`config.mk`:
```
export PLATFORM = sky130hd
export DESIGN_NAME = main_memory_arbiter
export DESIGN_NICKNAME = d
export VERILOG_FILES = /design/src/rtl/main_memory_arbiter.sv
export SDC_FILE = /design/constraint.sdc
export NUM_CORES = 1
export LEC_CHECK = 0
export BUFFER_PORTS_ARGS = -buffer_cell sky130_fd_sc_hd__buf_2
export CAP_MARGIN = 0
export CORE_ASPECT_RATIO = 0.6
export CORE_UTILIZATION = 30
export DETAILED_ROUTE_END_ITERATION = 8
export HOLD_SLACK_MARGIN = 0.05
export PLACE_DENSITY_LB_ADDON = 0.2
export REMOVE_ABC_BUFFERS = 1
export SKIP_LAST_GASP = 1
export SYNTH_ARGS = -nofsm -noshare
export SYNTH_HDL_FRONTEND = slang
export SYNTH_SLANG_ARGS = --single-unit
```
`constraint.sdc`:
```
create_clock -name clk -period 5 [get_ports clk]
set_input_delay 0.5 -clock clk [delete_from_list [all_inputs] [get_ports clk]]
set_output_delay 0.5 -clock clk [all_outputs]
set_load 0.01 [all_outputs]
```
`src/rtl/main_memory_arbiter.sv`:
```
// Purpose: round-robin arbiter/sequencer sharing one main-memory port between two requesters.
// Latency: ack pulses MEM_LATENCY+1 cycles after a request is granted from IDLE.
// Backpressure: one access in flight; the losing requester waits with req held high.
module main_memory_arbiter #(
    parameter int ADDR_WIDTH  = 10,
    parameter int DATA_WIDTH  = 32,
    parameter int MEM_LATENCY = 4
) (
    input  logic                  clk,
    input  logic                  reset,
    input  logic                  req0,
    input  logic                  we0,
    input  logic [ADDR_WIDTH-1:0] addr0,
    input  logic [DATA_WIDTH-1:0] wdata0,
    input  logic                  req1,
    input  logic                  we1,
    input  logic [ADDR_WIDTH-1:0] addr1,
    input  logic [DATA_WIDTH-1:0] wdata1,
    output logic                  ack0,
    output logic                  ack1,
    output logic [DATA_WIDTH-1:0] rdata,
    output logic                  busy,
    output logic                  mem_en,
    output logic                  mem_we,
    output logic [ADDR_WIDTH-1:0] mem_addr,
    output logic [DATA_WIDTH-1:0] mem_wdata,
    input  logic [DATA_WIDTH-1:0] mem_rdata
);

    // The countdown register is 4 bits wide, so the latency must fit in 1..15.
    if (MEM_LATENCY < 1 || MEM_LATENCY > 15) begin : g_bad_latency
        $error("main_memory_arbiter: MEM_LATENCY must be within 1..15");
    end

    typedef enum logic [1:0] {
        IDLE = 2'd0,
        BUSY = 2'd1,
        RESP = 2'd2
    } state_t;

    state_t                state, state_nxt;
    logic [3:0]            cnt, cnt_nxt;
    logic                  lg, lg_nxt;
    logic                  cmd_port, cmd_port_nxt;
    logic                  cmd_we, cmd_we_nxt;
    logic [ADDR_WIDTH-1:0] cmd_addr, cmd_addr_nxt;
    logic [DATA_WIDTH-1:0] cmd_wdata, cmd_wdata_nxt;
    logic                  ack0_nxt, ack1_nxt, busy_nxt;
    logic [DATA_WIDTH-1:0] rdata_nxt;
    logic                  win;

    // State, latched command and registered outputs; reset drops any access in flight.
    always_ff @(posedge clk or negedge reset) begin
        if (!reset) begin
            state     <= IDLE;
            cnt       <= 4'd0;
            lg        <= 1'b1;
            cmd_port  <= 1'b0;
            cmd_we    <= 1'b0;
            cmd_addr  <= '0;
            cmd_wdata <= '0;
            ack0      <= 1'b0;
            ack1      <= 1'b0;
            busy      <= 1'b0;
            rdata     <= '0;
        end else begin
            state     <= state_nxt;
            cnt       <= cnt_nxt;
            lg        <= lg_nxt;
            cmd_port  <= cmd_port_nxt;
            cmd_we    <= cmd_we_nxt;
            cmd_addr  <= cmd_addr_nxt;
            cmd_wdata <= cmd_wdata_nxt;
            ack0      <= ack0_nxt;
            ack1      <= ack1_nxt;
            busy      <= busy_nxt;
            rdata     <= rdata_nxt;
        end
    end

    // Arbitration, latency countdown and response sequencing.
    always_comb begin
        state_nxt     = state;
        cnt_nxt       = cnt;
        lg_nxt        = lg;
        cmd_port_nxt  = cmd_port;
        cmd_we_nxt    = cmd_we;
        cmd_addr_nxt  = cmd_addr;
        cmd_wdata_nxt = cmd_wdata;
        ack0_nxt      = 1'b0;
        ack1_nxt      = 1'b0;
        busy_nxt      = busy;
        rdata_nxt     = rdata;
        // On a tie the port that was not granted last wins.
        win           = (req0 && req1) ? ~lg : req1;

        case (state)
            IDLE: begin
                if (req0 || req1) begin
                    lg_nxt        = win;
                    cmd_port_nxt  = win;
                    cmd_we_nxt    = win ? we1 : we0;
                    cmd_addr_nxt  = win ? addr1 : addr0;
                    cmd_wdata_nxt = win ? wdata1 : wdata0;
                    cnt_nxt       = 4'(MEM_LATENCY - 1);
                    busy_nxt      = 1'b1;
                    state_nxt     = BUSY;
                end
            end
            BUSY: begin
                if (cnt != 4'd0) begin
                    cnt_nxt = cnt - 4'd1;
                end else begin
                    if (!cmd_we) begin
                        rdata_nxt = mem_rdata;
                    end
                    ack0_nxt  = ~cmd_port;
                    ack1_nxt  = cmd_port;
                    state_nxt = RESP;
                end
            end
            RESP: begin
                busy_nxt  = 1'b0;
                state_nxt = IDLE;
            end
            default: begin
                state_nxt = IDLE;
            end
        endcase
    end

    // Memory port is a decode of the state and the latched command.
    always_comb begin
        mem_en    = (state == BUSY);
        mem_we    = (state == BUSY) && (cnt == 4'd0) && cmd_we;
        mem_addr  = cmd_addr;
        mem_wdata = cmd_wdata;
    end

endmodule
```
* Word level (Yosys, flattened, before mapping)
Cells that the tools add are included.
Word-level totals: register bits after elaboration 86, latch bits 0, RAM bits 0, memory bits (read-only) 0, bits of input ports 122, output and inout bits 79, word-level logic and storage cells 51, memories kept 0
Operators by class: $add $sub $neg 1, multiply operators 0, div/mod/pow operators 0, $lt $le $gt $ge 0, eq/ne operators 5, shift operators 0, mux-type cells 16, bitwise operators 4, reductions and logical operators 14
Operators with widths (count):
- two-way mux 32 bit | 1
- two-way mux 10 bit | 1
- two-way mux 4 bit | 2
- case mux 4 bit (2 select lines) | 1
- two-way mux 1 bit | 7
- AND reduction 2 bit | 3
- AND reduction 3 bit | 2
- zero test 4 bit | 1
- two-way mux 2 bit | 2
- != test 2 bit (second input constant) | 2
- NOT 1 bit | 4
- case mux 2 bit (2 select lines) | 1
- nonzero test 2 bit | 2
- nonzero test 4 bit | 1
- subtractor 4 x 1 -> 4 bit (second input constant) | 1
- logical AND 1 bit | 3
- == test 2 x 1 -> 1 bit (second input constant) | 1
- == test 2 bit (second input constant) | 1
- zero test 2 bit | 1
- != test 2 x 1 -> 1 bit (second input constant) | 1
- case mux 1 bit (2 select lines) | 1
- logical OR 1 bit | 1

* Logic depth before layout (Yosys ltp)
depth after elaboration 3, gate-level depth with buffers 6, gate-level depth less buffers 5

* Worst setup path after synthesis
OpenSTA, ideal clock, no wires.
path type reg-to-output, start reg cnt[0], end out mem_we, data arrival time 1.179 ns, required time 4.500 ns, path slack 3.321 ns, cell stages (with the launch flop) 5, path through dfrtp_1 -> inv_1 -> ha_1 -> nor3b_4 -> and3_1
On the way: longest elaborated chain between the ends 3
Ends and longest elaborated chain:
- start, declared | RTL line 42 | logic [3:0] cnt, cnt_nxt;
- start signal, assigned | RTL line 68 | cnt <= cnt_nxt;
- zero test 4 bit | RTL line 135 | mem_we = (state == BUSY) && (cnt == 4'd0) && cmd_we;
- logical AND 1 bit (2 in series) | RTL line 135
- end, declared | RTL line 24 | output logic mem_we,
Every way passes these cells.

* Final worst setup path
Ends and elaborated chain as after synthesis.

==> results_dict.tcl <==
set metrics [dict create \
    routed_wl_um 9240 \
    post-route-min-period_ns 2.30 \
    cap_viol_max_count 0 \
    use_met2_pct 18.4 \
    outcome "complete, no violations" \
    path_clk_slew_ns 0.07 \
    route.detailed.drc 0 \
    yosysUniqueCellTypes 28 \
    cts_max_path_buffers 2 \
    tns_ns 0 \
    die_y_um 94.2 \
    antenna_found_initial 0 \
    power.density_nw_per_um2 590 \
    wl_per_cell_um 14.3 \
    gr-usage-met3_pct 5.54 \
    synthArstFlopShare_pct 100 \
    fin_util_pct 40.7 \
    vias 2683 \
    finalHoldViolations 0 \
    synth_seq_cells 86 \
    synth_warnings 0 \
    synth_area_per_cell_um2 17.0 \
    path_class "reg2out" \
    clock.fmax_mhz 435 \
    path_cells "inv_1, ha_1, nor3b_4, and3_1, buf_2" \
    synthTopCellsByArea "dfrtp_1, mux2_4, mux2_2" \
    cts_made_buffers 9 \
    cts.repair.resized 0 \
    tightest_slew_ns 1.12 \
    coreArea_um2 13700 \
    skew_ns 0.00747 \
    cp_max_fo 7 \
    worstRegToRegCells 5 \
    p_leak_nw 2.88 \
    grt_util_met1_pct 17.9 \
    cts.sinks 86 \
    synth_edf_count 0 \
    ir_drop_mv 0.208 \
    critPathLaunchType "flop" \
    worstSkewPairLatency_ns 0.34 \
    start_util_pct 30.9 \
    r2r_end "rdata[18]" \
    grtUsageTotal_pct 13.1 \
    max_stage_delay_ns 0.41 \
    initialDrtViolationCount 98 \
    overflow 0 \
    cts_tree "built" \
    rsz0062_at_grt "false" \
    n_antenna_cell 0 \
    port_buffers 200 \
    area_growth_pct 31.8 \
    arrival_ns 1.80 \
    post_cts_buffers 0 \
    drive_above_1_share_pct 75.6 \
    yosysSeqAreaShare_pct 50.7 \
    cp-end-kind "output port" \
    globalplace.congestion 0.725 \
    worst-r2r-setup-slack_ns 2.87 \
    io_pins 201 \
    cts_root_buf "clkbuf_16" \
    grt_pass1_vias 2808 \
    row_count 33 \
    dieWidth_um 156 \
    worstReg2RegStart "cnt[0]" \
    hold_class "in2async" \
    grt_most_used_layer "met2" \
    cts_hold_buf 0 \
    yosys.area.top_type_share_pct 50.1 \
    grt_max_degree 87 \
    via_per_inst 4.15 \
    synth_area_leader_cell "dfrtp_1" \
    setup_viol 0 \
    ant_nets 0 \
    cp_slowest_cell "dfrtp_1" \
    dieArea_um2 14700 \
    layout.nets 572 \
    slew_viol_final 0 \
    syn_inst 250 \
    fin_crit_sh_pct 46.0 \
    synthFlopType "dfrtp_1" \
    ctsHtreeMaxLevel 3 \
    synth_area_um2 4250 \
    dr.pass1.iters 4 \
    slew_headroom_pct 25.6 \
    crit_required_ns 4.50 \
    grt_pass1_wl_um 14700 \
    dpl.hpwl_um 6470 \
]
[final cells by class]
cell class,count,area [um^2]
well taps,192,240
flip-flops and latches,86,2150
clock inverters,6,45.0
clock buffers,10,229
inverters,3,11.3
multi-input cells,148,1910
repair buffers,201,1010
fillers,1321,8150
[state kept, by name (all words and copies together) (netlist names)]
name,flops
ack0,1
ack1,1
busy,1
cmd_port,1
cmd_we,1
cnt,4
lg,1
mem_addr,10
mem_wdata,32
rdata,32
state,2
[cell usage in the layout, fill, tap and decap left out, drive strengths merged]
cell type / instances
and3: 2
nor2b: 2
dfstp: 1
clkbuf: 10
a211oi: 1
nand4b: 1
dfrtp: 85
a2bb2oi: 1
nor2: 2
inv: 5
a21bo: 2
clkinvlp: 3
nand2: 2
a21boi: 1
o21ai: 2
ha: 1
o22a: 2
nor3: 4
nor3b: 1
clkinv: 1
mux2: 120
a21oi: 1
and2: 1
nand3b: 1
mux2i: 1
buf: 201
[how the worst max path moves through the flow]
stage / start / endpoint / slack (ns) / cells after the start
final: cnt[0] / mem_we / 2.70 / 5
after global routing: cnt[0] / mem_we / 2.59 / 5
after CTS: cnt[0] / mem_we / 2.68 / 5
after detailed placement: req1 / mem_addr[5] / 2.74 / 4
after global placement: req1 / mem_addr[4] / 2.79 / 4
after floorplan: req1 / cmd_port / 2.24 / 3
[cell usage after synthesis (2+ instances only)]
| library cell | number |
|---|---|
| and3_1 | 2 |
| buf_12 | 4 |
| buf_6 | 9 |
| dfrtp_1 | 85 |
| inv_1 | 3 |
| mux2_2 | 34 |
| mux2_4 | 86 |
| nand2_1 | 2 |
| nor2_1 | 2 |
| nor3_1 | 3 |
| o21ai_0 | 2 |
| o22a_1 | 2 |
[logic make-up (layout without fill, tap and decap cells)]
family | Yosys count | count (layout) | share of synthesized area, %
simple gates | 16 | 16 | 3.01
buf+inv | 16 | 220 | 4.54
fa+ha+maj | 1 | 1 | 0.295
flops | 86 | 86 | 50.7
compound gates | 10 | 10 | 1.80
mux | 121 | 121 | 39.7
[through the flow]
step           hold WS [ns]  power (mW)  worst slack [ns]  cell area, um^2  instances
2_1_floorplan         0.204        2.19              2.24             4070        237
3_3_place_gp          0.438        2.69              2.79             5320        630
3_5_place_dp          0.441        2.71              2.74             5320        630
4_1_cts               0.377        3.36              2.68             5600        646
5_1_grt               0.377        3.54              2.59             5600        646
6_report              0.345        3.30              2.70             5600        646
[per-layer routing]
metal,vias to the layer above,part of all wire (%)
met5,-,0
met4,0,0.68
met3,4,8.6
met2,106,42
met1,1284,48
li1,1289,-
[critical path: cells and delay by family (launching register included)]
kind | cells | cell delay (ns)
and+or+nand+nor | 2 | 0.62
adders and majority gates | 1 | 0.22
buffers and inverters | 2 | 0.21
DFF | 1 | 0.41
[report_power, final]
group | leakage, nW | switching [mW] | internal (mW)
Sequential | 1.01 | 0.206 | 1.05
Clock | 0.126 | 0.285 | 0.340
Combinational | 1.74 | 0.586 | 0.835
Power figures use the tool's default switching activity.
